### src/rtl/mem_arb_pkg.sv
// Shared types and default widths for the unified-memory arbiter.
// Covers the FSM state encoding, the owner tag and the streak counter width.
package mem_arb_pkg;

    localparam int DEF_AW           = 32;
    localparam int DEF_DW           = 32;
    localparam int DEF_MAX_D_STREAK = 4;
    localparam int STREAK_W         = 4;

    typedef enum logic [1:0] {
        IDLE,
        BUSY_I,
        BUSY_D,
        RESP
    } arb_state_t;

    typedef enum logic {
        OWN_I,
        OWN_D
    } owner_t;

endpackage

### src/rtl/mem_arbiter_if.sv
// Bus bundle between the CPU fetch/load-store ports, the arbiter and the unified memory.
// slave is the arbiter's view; master is the view of the surrounding core and memory.
interface mem_arbiter_if
    import mem_arb_pkg::*;
#(
    parameter int AW = DEF_AW,
    parameter int DW = DEF_DW
);

    logic              if_req;
    logic [AW-1:0]     if_addr;
    logic              if_gnt;
    logic              if_rvalid;
    logic [DW-1:0]     if_rdata;

    logic              d_req;
    logic              d_we;
    logic [AW-1:0]     d_addr;
    logic [DW-1:0]     d_wdata;
    logic [DW/8-1:0]   d_be;
    logic              d_gnt;
    logic              d_rvalid;
    logic [DW-1:0]     d_rdata;

    logic              mem_req;
    logic              mem_we;
    logic [AW-1:0]     mem_addr;
    logic [DW-1:0]     mem_wdata;
    logic [DW/8-1:0]   mem_be;
    logic              mem_ack;
    logic [DW-1:0]     mem_rdata;

    modport slave (
        input  if_req, if_addr, d_req, d_we, d_addr, d_wdata, d_be, mem_ack, mem_rdata,
        output if_gnt, if_rvalid, if_rdata, d_gnt, d_rvalid, d_rdata,
               mem_req, mem_we, mem_addr, mem_wdata, mem_be
    );

    modport master (
        output if_req, if_addr, d_req, d_we, d_addr, d_wdata, d_be, mem_ack, mem_rdata,
        input  if_gnt, if_rvalid, if_rdata, d_gnt, d_rvalid, d_rdata,
               mem_req, mem_we, mem_addr, mem_wdata, mem_be
    );

endinterface

### src/rtl/mem_arb_prio.sv
// Winner selection between fetch and data requests.
// Data normally wins; a saturating streak counter lets a waiting fetch through.
module mem_arb_prio
    import mem_arb_pkg::*;
#(
    parameter int MAX_D_STREAK = DEF_MAX_D_STREAK
) (
    input  logic clk,
    input  logic reset,
    input  logic if_req,
    input  logic d_req,
    input  logic arb_en,
    output logic grant_i,
    output logic grant_d
);

    localparam logic [STREAK_W-1:0] STREAK_MAX = STREAK_W'(MAX_D_STREAK);

    logic [STREAK_W-1:0] streak_reg, streak_next;

    assign grant_d = arb_en && d_req && (!if_req || (streak_reg < STREAK_MAX));
    assign grant_i = arb_en && if_req && !grant_d;

    // Streak only counts data grants that actually made a fetch wait.
    always_comb begin
        streak_next = streak_reg;
        if (grant_i) begin
            streak_next = '0;
        end else if (grant_d) begin
            if (!if_req)
                streak_next = '0;
            else if (streak_reg < STREAK_MAX)
                streak_next = streak_reg + 1'b1;
        end
    end

    always_ff @(posedge clk or posedge reset) begin
        if (reset)
            streak_reg <= '0;
        else
            streak_reg <= streak_next;
    end

endmodule

### src/rtl/mem_arbiter.sv
// Shares one single-port memory between the fetch and load/store ports.
// One transaction in flight; response data is registered and held per port.
module mem_arbiter
    import mem_arb_pkg::*;
#(
    parameter int AW           = DEF_AW,
    parameter int DW           = DEF_DW,
    parameter int MAX_D_STREAK = DEF_MAX_D_STREAK
) (
    input  logic         clk,
    input  logic         reset,
    mem_arbiter_if.slave bus
);

    localparam int BW = DW / 8;

    arb_state_t    state_reg, state_next;
    owner_t        owner_reg;
    logic          busy, arb_en, grant_i, grant_d;
    logic          mem_we_reg;
    logic [AW-1:0] mem_addr_reg;
    logic [DW-1:0] mem_wdata_reg;
    logic [BW-1:0] mem_be_reg;
    logic [DW-1:0] if_rdata_reg, d_rdata_reg;

    assign busy   = (state_reg == BUSY_I) || (state_reg == BUSY_D);
    // Grants stay low while reset is held even though they are combinational.
    assign arb_en = !busy && !reset;

    mem_arb_prio #(
        .MAX_D_STREAK(MAX_D_STREAK)
    ) u_prio (
        .clk     (clk),
        .reset   (reset),
        .if_req  (bus.if_req),
        .d_req   (bus.d_req),
        .arb_en  (arb_en),
        .grant_i (grant_i),
        .grant_d (grant_d)
    );

    always_ff @(posedge clk or posedge reset) begin
        if (reset)
            state_reg <= IDLE;
        else
            state_reg <= state_next;
    end

    always_comb begin
        state_next = state_reg;
        case (state_reg)
            IDLE, RESP: begin
                if (grant_d)
                    state_next = BUSY_D;
                else if (grant_i)
                    state_next = BUSY_I;
                else
                    state_next = IDLE;
            end
            BUSY_I, BUSY_D: begin
                if (bus.mem_ack)
                    state_next = RESP;
            end
            default: state_next = IDLE;
        endcase
    end

    // Fetches are issued as full-word reads with no write data.
    always_ff @(posedge clk or posedge reset) begin
        if (reset) begin
            owner_reg     <= OWN_I;
            mem_we_reg    <= 1'b0;
            mem_addr_reg  <= '0;
            mem_wdata_reg <= '0;
            mem_be_reg    <= '0;
            if_rdata_reg  <= '0;
            d_rdata_reg   <= '0;
        end else begin
            if (grant_d) begin
                owner_reg     <= OWN_D;
                mem_we_reg    <= bus.d_we;
                mem_addr_reg  <= bus.d_addr;
                mem_wdata_reg <= bus.d_wdata;
                mem_be_reg    <= bus.d_be;
            end else if (grant_i) begin
                owner_reg     <= OWN_I;
                mem_we_reg    <= 1'b0;
                mem_addr_reg  <= bus.if_addr;
                mem_wdata_reg <= '0;
                mem_be_reg    <= '1;
            end
            if (busy && bus.mem_ack) begin
                if (owner_reg == OWN_D)
                    d_rdata_reg <= mem_we_reg ? '0 : bus.mem_rdata;
                else
                    if_rdata_reg <= bus.mem_rdata;
            end
        end
    end

    assign bus.if_gnt    = grant_i;
    assign bus.d_gnt     = grant_d;
    assign bus.if_rvalid = (state_reg == RESP) && (owner_reg == OWN_I);
    assign bus.d_rvalid  = (state_reg == RESP) && (owner_reg == OWN_D);
    assign bus.if_rdata  = if_rdata_reg;
    assign bus.d_rdata   = d_rdata_reg;
    assign bus.mem_req   = busy;
    assign bus.mem_we    = mem_we_reg;
    assign bus.mem_addr  = mem_addr_reg;
    assign bus.mem_wdata = mem_wdata_reg;
    assign bus.mem_be    = mem_be_reg;

endmodule

### src/flat_wrapper.sv
// flat-port wrapper written by rule: the top's interface ports become plain ports
module mem_arbiter_flat import mem_arb_pkg::*;
#(
    parameter int AW           = DEF_AW,
    parameter int DW           = DEF_DW,
    parameter int MAX_D_STREAK = DEF_MAX_D_STREAK
)
  (clk, reset, bus_if_req, bus_if_addr, bus_d_req, bus_d_we, bus_d_addr, bus_d_wdata, bus_d_be, bus_mem_ack, bus_mem_rdata, bus_if_gnt, bus_if_rvalid, bus_if_rdata, bus_d_gnt, bus_d_rvalid, bus_d_rdata, bus_mem_req, bus_mem_we, bus_mem_addr, bus_mem_wdata, bus_mem_be);
  mem_arbiter_if #(.AW(AW), .DW(DW)) bus_i ();
  input  logic clk;
  input  logic reset;
  input wire logic [$bits(bus_i.if_req)-1:0] bus_if_req;
  input wire logic [$bits(bus_i.if_addr)-1:0] bus_if_addr;
  input wire logic [$bits(bus_i.d_req)-1:0] bus_d_req;
  input wire logic [$bits(bus_i.d_we)-1:0] bus_d_we;
  input wire logic [$bits(bus_i.d_addr)-1:0] bus_d_addr;
  input wire logic [$bits(bus_i.d_wdata)-1:0] bus_d_wdata;
  input wire logic [$bits(bus_i.d_be)-1:0] bus_d_be;
  input wire logic [$bits(bus_i.mem_ack)-1:0] bus_mem_ack;
  input wire logic [$bits(bus_i.mem_rdata)-1:0] bus_mem_rdata;
  output wire logic [$bits(bus_i.if_gnt)-1:0] bus_if_gnt;
  output wire logic [$bits(bus_i.if_rvalid)-1:0] bus_if_rvalid;
  output wire logic [$bits(bus_i.if_rdata)-1:0] bus_if_rdata;
  output wire logic [$bits(bus_i.d_gnt)-1:0] bus_d_gnt;
  output wire logic [$bits(bus_i.d_rvalid)-1:0] bus_d_rvalid;
  output wire logic [$bits(bus_i.d_rdata)-1:0] bus_d_rdata;
  output wire logic [$bits(bus_i.mem_req)-1:0] bus_mem_req;
  output wire logic [$bits(bus_i.mem_we)-1:0] bus_mem_we;
  output wire logic [$bits(bus_i.mem_addr)-1:0] bus_mem_addr;
  output wire logic [$bits(bus_i.mem_wdata)-1:0] bus_mem_wdata;
  output wire logic [$bits(bus_i.mem_be)-1:0] bus_mem_be;
  assign bus_i.if_req = bus_if_req;
  assign bus_i.if_addr = bus_if_addr;
  assign bus_i.d_req = bus_d_req;
  assign bus_i.d_we = bus_d_we;
  assign bus_i.d_addr = bus_d_addr;
  assign bus_i.d_wdata = bus_d_wdata;
  assign bus_i.d_be = bus_d_be;
  assign bus_i.mem_ack = bus_mem_ack;
  assign bus_i.mem_rdata = bus_mem_rdata;
  assign bus_if_gnt = bus_i.if_gnt;
  assign bus_if_rvalid = bus_i.if_rvalid;
  assign bus_if_rdata = bus_i.if_rdata;
  assign bus_d_gnt = bus_i.d_gnt;
  assign bus_d_rvalid = bus_i.d_rvalid;
  assign bus_d_rdata = bus_i.d_rdata;
  assign bus_mem_req = bus_i.mem_req;
  assign bus_mem_we = bus_i.mem_we;
  assign bus_mem_addr = bus_i.mem_addr;
  assign bus_mem_wdata = bus_i.mem_wdata;
  assign bus_mem_be = bus_i.mem_be;
  mem_arbiter #(.AW(AW), .DW(DW), .MAX_D_STREAK(MAX_D_STREAK)) u_core (.clk(clk), .reset(reset), .bus(bus_i));
endmodule
### config.mk
export PLATFORM = sky130hd
export DESIGN_NAME = mem_arbiter_flat
export DESIGN_NICKNAME = d
export VERILOG_FILES = /design/src/rtl/mem_arb_pkg.sv /design/src/rtl/mem_arbiter_if.sv /design/src/rtl/mem_arb_prio.sv /design/src/rtl/mem_arbiter.sv /design/src/flat_wrapper.sv
export SDC_FILE = /design/constraint.sdc
export NUM_CORES = 1
export LEC_CHECK = 0
export ABC_CLOCK_PERIOD_IN_PS = 4200
export CAP_MARGIN = 40
export CORE_MARGIN = 1.5
export CORE_UTILIZATION = 38
export CTS_CLUSTER_SIZE = 12
export DETAILED_ROUTE_END_ITERATION = 8
export GPL_TIMING_DRIVEN = 0
export PLACE_DENSITY_LB_ADDON = 0.25
export SETUP_SLACK_MARGIN = 0.02
export SLEW_MARGIN = 30
export SYNTH_ARGS = -nofsm -noshare
export SYNTH_HDL_FRONTEND = slang
export SYNTH_HIERARCHICAL = 1
export SYNTH_SLANG_ARGS = --single-unit
### constraint.sdc
create_clock -name clk -period 4.2 [get_ports clk]
set_input_delay 0.84 -clock clk [delete_from_list [all_inputs] [get_ports clk]]
set_output_delay 0.84 -clock clk [all_outputs]
set_load 0.03 [all_outputs]
==> reports/qor.yml <==
run_status:
  run_status: "finished clean"
setup_path:
  crit_path_end_kind: "output port"
  worst_path_max_delay_cell: "clkdlybuf4s50_1"
  path_max_fanout: 7
  r2r_start: "u_core/state_reg[0]"
  crit_family: "buffers and inverters"
  crit_arrival_ns: 2.77
  critPathLaunch: "reset"
  ff2ff_path_depth: 8
  critical_path_required_ns: 3.36
  start_kind: "input port"
  crit_top_cell: "clkdlybuf4s50_1"
  crit_buf_inv: 2
  r2r_end: "u_core/bus.mem_wdata[11]"
  r2r_slack_ns: 1.62
  cp_slowest_stage_delay_ns: 0.77
  crit_type: "in -> out"
  cp_cell_sequence: "clkdlybuf4s50_1 -> nor2_1 -> and3_1 -> clkdlybuf4s50_1"
cts:
  postCtsSetupBuffers: 0
  insertion_delay_ns: 0.42
  clock_sinks: 140
  cts_resized: 0
  clock_path_buffers: 2
  clkTransAtPathRegs_ns: 0.06
  cts_hold_buf: 0
  cts-root-buf: "clkbuf_16"
  cts_tree: "done"
  cts-buffers-inserted: 17
  htreeDepth: 4
route:
  wire_per_inst_um: 17.3
  drt-pass1-iter-count: 4
  via_per_inst: 4.77
  vias: 4915
  drc: 0
  antenna_left: 0
  wl_mm: 17.8
  first_iter_violations: 193
job:
  max-cap-violations: 0
place:
  place_inst: 999
  place.detailed.hpwl_mm: 13.4
  place_congestion: 0.789
  io_buffers: 275
min_path:
  worstHoldPathType: "reg -> reg"
  holdPathEnd: "u_core/bus.if_rdata[9]"
  min-delay-start: "u_core/bus.if_rdata[9]"
  whs_path_depth: 1
die:
  die_h_um: 130
  die_area_um2: 16800
  fp.dieW_um: 130
  initial_core_util: 0.387
  io_pins: 276
  rows: 46
  fp.coreArea_um2: 15800
sta:
  drv_slew: 0
  whs_ns: 0.504
  max_freq_mhz: 277
  fin_skew_ns: 0.00800
  grt_setup_unrepaired: "false"
  finalSetupViolCount: 0
  hold_viol_final: 0
  relSlewSlack: 0.637
  worst_pin_slew_ns: 0.544
  period_needed_ns: 3.61
  min_period_over_period: 0.860
  setup_tns_ns: 0
global_route:
  grt_antenna_before_repair: 0
  grt_pass1_wl_mm: 27.6
  met3_usage: 0.0800
  grt-ovfl-total: 0
  grt_max_degree: 30
  use_met1: 0.252
  grtUsageTotal: 0.217
  grt_busiest_layer: "met2"
  grt_pass1_vias: 5200
  grt_util_met2: 0.363
yosys:
  yosysWarnings: 6
  syn_area_per_cell_um2: 12.1
  synth-edff-count: 0
  synth-seq-cells: 140
  ys_async_sr_fraction: 1.00
  synth_commonest_cells: "140 x dfrtp_1, 70 x o21ai_0, 69 x nand2_1"
  synth_most_common_cell: "dfrtp_1"
  yosysSeqAreaShare: 0.574
  yosysTopAreaCellShare: 0.574
  synth_cells: 503
  yosysUniqueCellTypes: 27
  synth_area_um2: 6100
  yosysTopAreaCell: "dfrtp_1"
  synth_flop_cell: "dfrtp_1"
  synthTopCellsByArea: "dfrtp_1 57%, mux2_4 7.4%, mux2_2 6.3%"
  syn_nets: 643
layout:
  final_cells: 1031
  drive_gt1_frac: 0.152
  final_util: 0.623
  finalNetCount: 942
  n_fill_cell: 1300
  ff_latch_area_um2: 3500
  multiInputGateArea_um2: 2360
  syn_to_final_growth_pct: 61.0
pwr:
  power_density_nw_per_um2: 822
  max-vdd-ir-drop_uv: 342
  finalPower_uw: 8070
  total_leakage_power_uw: 0.00411
==> how the worst max path moves through the flow <==
| stage | to | depth (start not counted) | slack (ns) |
|---|---|---|---|
| floorplan | u_core/bus.mem_addr[10] | 8 | 1.63 |
| global placement | u_core/bus.if_rdata[6] | 2 | 0.37 |
| detailed placement | bus_d_gnt | 4 | 0.57 |
| CTS | bus_d_gnt | 4 | 0.56 |
| global route | bus_d_gnt | 4 | 0.46 |
| finish | bus_d_gnt | 4 | 0.59 |
==> layout by cell type, fill, tap and decap left out, drive strengths merged, types with 5 or more instances in the layout <==
cell           count
mux2              64
clkdlybuf4s50    275
nor2               9
and2b             12
clkinv             6
nand2b            32
nand2             69
clkinvlp           5
dfrtp            140
mux2i             32
clkbuf            30
buf               27
nor2b             21
o21ai             71
==> metal layers <==
metal  vias to the layer above  wire length, um
met2                       219             8640
met4                         0              400
li1                       2296                -
met3                        34             1680
met5                         -                0
met1                      2366             7100
==> through the flow <==
step	area (um2)	setup slack [ns]
floorplan	6100	1.63
global placement	9130	0.374
detailed placement	9250	0.568
CTS	9820	0.561
global route	9820	0.463
finish	9820	0.588
==> power by group <==
| part | internal [uW] | switching (uW) | leakage, uW |
|---|---|---|---|
| Combinational | 1970 | 2290 | 0.00210 |
| Sequential | 1980 | 357 | 0.00173 |
| Clock | 881 | 581 | 0.000270 |
==> logic make-up (layout without fill, tap and decap cells) <==
group,Yosys count,after routing,synth area share
muxes,96,96,0.189
adders and majority gates,2,2,0.00410
DFF,140,140,0.574
and+or+nand+nor,150,150,0.126
other,0,1,0
buffers and inverters,36,347,0.0382
AOI/OAI and AO/OA,79,79,0.0685
==> final cells by class <==
type,instances,share of cell area
clock inverters,12,0.0126
well taps,216,0.0275
plain buffers,33,0.0226
clock buffers,19,0.0451
multi-input cells,327,0.241
flip-flops and latches,140,0.357
repair buffers,280,0.293
diodes,1,0.000255
inverters,3,0.00153
No activity file was read; power rests on OpenSTA's default activity.
